==> src/rtl/out_stage.sv <==
// Multi-channel PWM output stage: shared period counter, double-buffered duty registers,
// registered polarity-selectable pin drivers. Define OUT_STAGE_CENTER_ALIGNED_EN for up/down counting.
module out_stage #(
  parameter int NCH = 7,
  parameter int CW  = 8
) (
  input  logic          clk,
  input  logic          rst,
  input  logic          en,
  input  logic          invert_polarity,
  input  logic [CW-1:0] period,
  input  logic          wr_en,
  input  logic [2:0]    wr_addr,
  input  logic [CW-1:0] wr_data,
  output logic [NCH-1:0] opins,
  output logic          period_wrap
);

  logic [CW-1:0]  cnt_q, cnt_d;
  logic [CW-1:0]  period_act_q, period_act_d;
  logic [CW-1:0]  duty_shadow_q [NCH];
  logic [CW-1:0]  duty_shadow_d [NCH];
  logic [CW-1:0]  duty_act_q [NCH];
  logic [CW-1:0]  duty_act_d [NCH];
  logic [NCH-1:0] raw;
  logic [NCH-1:0] opins_q, opins_d;
  logic           wrap_q, wrap_d;
  logic           wrap_evt;
  logic           commit;
`ifdef OUT_STAGE_CENTER_ALIGNED_EN
  logic           down_q, down_d;
`endif

  // NOTE: combinational blocks assign every output a default first, so no latch is inferred.
`ifdef OUT_STAGE_CENTER_ALIGNED_EN
  always_comb begin
    wrap_evt = 1'b0;
    cnt_d    = cnt_q;
    down_d   = down_q;
    if (!en) begin
      cnt_d  = '0;
      down_d = 1'b0;
    end else if (down_q) begin
      if (cnt_q == '0) begin
        // Turn at the bottom; restart from 1 unless the period being committed is 0.
        wrap_evt = 1'b1;
        down_d   = 1'b0;
        cnt_d    = (period == '0) ? '0 : CW'(1);
      end else begin
        cnt_d = cnt_q - 1'b1;
      end
    end else if (cnt_q >= period_act_q) begin
      if (period_act_q == '0) begin
        wrap_evt = 1'b1;
        cnt_d    = '0;
      end else begin
        down_d = 1'b1;
        cnt_d  = cnt_q - 1'b1;
      end
    end else begin
      cnt_d = cnt_q + 1'b1;
    end
  end
`else
  always_comb begin
    wrap_evt = en && (cnt_q == period_act_q);
    cnt_d    = (!en || wrap_evt) ? '0 : cnt_q + 1'b1;
  end
`endif

  always_comb begin
    commit       = !en || wrap_evt;
    wrap_d       = wrap_evt;
    period_act_d = commit ? period : period_act_q;
    for (int i = 0; i < NCH; i++) begin
      // Commit sees the shadow before any same-cycle write lands.
      duty_act_d[i]    = commit ? duty_shadow_q[i] : duty_act_q[i];
      duty_shadow_d[i] = duty_shadow_q[i];
      if (wr_en && (wr_addr == 3'(i))) duty_shadow_d[i] = wr_data;
      raw[i] = en && (cnt_q < duty_act_q[i]);
    end
    opins_d = raw ^ {NCH{invert_polarity}};
  end

  // NOTE: the duty arrays are small flop banks, so they are reset like any other state.
  always_ff @(posedge clk) begin
    if (rst) begin
      cnt_q        <= '0;
      period_act_q <= '0;
      opins_q      <= '0;
      wrap_q       <= 1'b0;
      for (int i = 0; i < NCH; i++) begin
        duty_shadow_q[i] <= '0;
        duty_act_q[i]    <= '0;
      end
`ifdef OUT_STAGE_CENTER_ALIGNED_EN
      down_q       <= 1'b0;
`endif
    end else begin
      cnt_q        <= cnt_d;
      period_act_q <= period_act_d;
      opins_q      <= opins_d;
      wrap_q       <= wrap_d;
      for (int i = 0; i < NCH; i++) begin
        duty_shadow_q[i] <= duty_shadow_d[i];
        duty_act_q[i]    <= duty_act_d[i];
      end
`ifdef OUT_STAGE_CENTER_ALIGNED_EN
      down_q       <= down_d;
`endif
    end
  end

  assign opins       = opins_q;
  assign period_wrap = wrap_q;

endmodule
==> config.mk <==
export PLATFORM = sky130hd
export DESIGN_NAME = out_stage
export DESIGN_NICKNAME = d
export VERILOG_FILES = /design/src/rtl/out_stage.sv
export SDC_FILE = /design/constraint.sdc
export NUM_CORES = 1
export LEC_CHECK = 0
export CAP_MARGIN = 0
export CELL_PAD_IN_SITES_DETAIL_PLACEMENT = 0
export CELL_PAD_IN_SITES_GLOBAL_PLACEMENT = 1
export CORE_UTILIZATION = 45
export CTS_CLUSTER_SIZE = 40
export DETAILED_ROUTE_END_ITERATION = 7
export PLACE_DENSITY_LB_ADDON = 0.2
export SYNTH_ARGS = -nofsm -noshare
export SYNTH_HDL_FRONTEND = slang
export SYNTH_SLANG_ARGS = --single-unit
==> constraint.sdc <==
create_clock -name clk -period 3.91 [get_ports clk]
set_input_delay 0.782 -clock clk [delete_from_list [all_inputs] [get_ports clk]]
set_output_delay 0.782 -clock clk [all_outputs]
set_load 0.01 [all_outputs]
==> impl_metrics.ini <==
[synth]
yosysWarningCount = 0
syn-mean-instance-area_sq_um = 9.060
synth_fp_nets = 853
synth_area_sq_um = 7058
synth_edf_count = 0
synthTopCellsByArea = dfxtp_1, mux2i_1, nand2b_1
ys.flop_type = dfxtp_1
synth.distinct_cells = 38
synth-async-reset-ratio_pct = 0
ys_ff_latch = 136
synth.most_common_cell = nand2b_1
synthTopCellsByCount = nand2b_1, dfxtp_1, nand2_1
yosysTopAreaCell = dfxtp_1
synth_cells = 779
ys_seq_area_share_pct = 38.57
synth_top_area_share_pct = 38.57

[hold_path]
hold_depth = 2
hp-class = flop to flop
min_from = duty_shadow_q[5][4]
hold_end = duty_shadow_q[5][4]

[worst_setup_path]
start_kind = primary input
arrival_ps = 2800
crit_path_end_kind = flop
rrSetupSlack_ps = 1500
setup.worst_path.class = primary input to flop
timing.rr.end = opins[1]
reg2reg_from = cnt_q[1]
cpPeakStageDelay_ps = 660
required_ps = 4260
cp_num_buf_inv = 3
cp_cell_sequence = clkdlybuf4s50_1 -> clkinv_1 -> a41oi_4 -> buf_4 -> mux2i_1
ff2ff_path_depth = 4
crit_slowest_cell = buf_4
path_delay_family = buffers and inverters
cp_max_fo = 48

[finish]
antenna_cells = 0
fin_nets = 870
fin_area_sq_um = 8014
syn_to_final_growth_pct = 13.54
drive_above_1_share_pct = 6.057
post-route-util_pct = 52.52

[global_route]
grt_pass1_vias = 4994
grt-ovfl-total = 0
grt_max_degree = 109
antenna_found_initial = 0
grt_pass1_wl_mm = 26.91
track_usage_pct = 21.69

[clocking]
cts_tree = done
clock-sinks = 136
cts_hold_buffers = 0
cts_buffers = 17
ctsResizeCount = 0
clockBufferDepth = 2
htreeDepth = 4
postCtsSetupRepairBufs = 0
cts.reportedPaths.clkPinSlew_ps = 60
clock_latency_ps = 430
cts_root_buf = clkbuf_16

[die]
die_w_um = 127.2
core_area_sq_um = 15260
pin_count = 32
initial_utilization_pct = 46.26
dieArea_sq_um = 16190
die_y_um = 127.2
rows = 45

[route]
drt_iter0_drc = 325
wl_per_cell_um = 15.93
routed_via_density = 5.039
drc_errors = 0
firstDrtPassIters = 5
drt-total-wl_mm = 16.25
vias = 5140
ant_nets = 0

[timing]
layout_min_cycle_time_ps = 2452
max_freq_ghz = 0.4078
rsz0062_at_grt = no
drv_slew = 0
fin_crit_sh_pct = 62.71
slew_headroom_pct = 26.50
fin_skew_ps = 9.152
hold_viol = 0
tightest_slew_ps = 1075
fin_ws_ps = 1458
report.final.setup_viol = 0
fin_setup_tns_ps = 0

[place]
dpl-instance-area_sq_um = 7433
pre_cts_ws_ps = 1033
gp_congestion = 0.8030
io_buffers = 31
detailed_place_hpwl_mm = 11.31

[power]
ir_drop_mv = 0.3147
p_leak_nw = 2.958
power_density_nw_per_um2 = 418.8

[flow_run]
maxCapViolations = 0

[status]
outcome = finished, final reports clean
## worst min-delay path, delay by kind of cell, from the launching register on
kind | cells | cell delay (ps)
simple gates | 1 | 50
flops | 1 | 310
compound gates | 1 | 50
## area by class of cell
class | instances | area [sq um]
Clock buffer | 17 | 425.4
Sequential cell | 136 | 2723
Multi-Input combinational cell | 556 | 3921
Fill cell | 1363 | 7244
Clock inverter | 15 | 155.1
Inverter | 50 | 187.7
Tap cell | 211 | 264.0
Timing Repair Buffer | 35 | 337.8
## cell families (layout without fill, tap and decap cells)
group / Yosys count / in the layout / share of synthesized area [%]
compound gates: 83 / 83 / 7.410
flops: 136 / 136 / 38.57
fa+ha+maj: 50 / 50 / 8.864
mux: 87 / 87 / 12.34
buf+inv: 87 / 117 / 6.027
xor+xnor: 14 / 14 / 1.737
simple gates: 322 / 322 / 25.05
## power by group
| part | internal [W] | switching, W | total (W) |
|---|---|---|---|
| Sequential | 0.00142 | 0.0000280 | 0.00145 |
| Clock | 0.000901 | 0.000683 | 0.00158 |
| Combinational | 0.000151 | 0.000171 | 0.000321 |
## through the flow
stage	std cells	total power, W	hold WS, ps
finish	1020	0.003357	457.4
detailed placement	988	0.001807	448.6
global route	1020	0.003474	477.2
global placement	988	0.001798	442.9
CTS	1020	0.003384	457.4
floorplan	779	0.001721	436.8
## placed cells by master (no fill, tap or decap), drive strengths merged
cell type and instances:
o21ai 7, a211oi 7, or2 2, and3 2
dfxtp 136, bufinv 1, clkinvlp 1, nor2b 10
nand2 91, xnor2 4, nand3 11, a41oi 1
inv 58, a21o 7, xor2 10, nor3b 7
ha 50, or3 8, clkdlybuf4s50 30, nor2 25
nor3 11, a21oi 40, and3b 1, nand4 8
o211ai 7, buf 5, nand2b 139, clkinv 5
clkbuf 17, mux2i 87, o21a 7, or4 7
a2111oi 7
## sequential cells by signal (all words and copies together) (netlist names)
name and count:
cnt_q 8, duty_act_q 56, duty_shadow_q 56, opins 7, period_act_q 8, period_wrap 1
## per-layer routing
metal	global-route usage (%)	part of all wire [%]	up-vias
met1	31.38	52	2391
li1	-	-	2644
met4	7.913	1.4	0
met5	0	0	-
met3	3.936	3.4	17
met2	32.09	43	88
## worst max-delay path by stage
stage | cells after the start | startpoint | end | slack [ps]
global placement | 5 | en | cnt_q[2] | 1070
floorplan | 4 | wr_addr[2] | duty_shadow_q[0][0] | 2180
CTS | 5 | en | duty_act_q[2][2] | 1470
global route | 4 | cnt_q[1] | opins[1] | 1280
finish | 5 | en | duty_act_q[4][6] | 1460
detailed placement | 5 | en | duty_act_q[2][2] | 1030
Note: power is estimated with default switching activity, not from simulation.
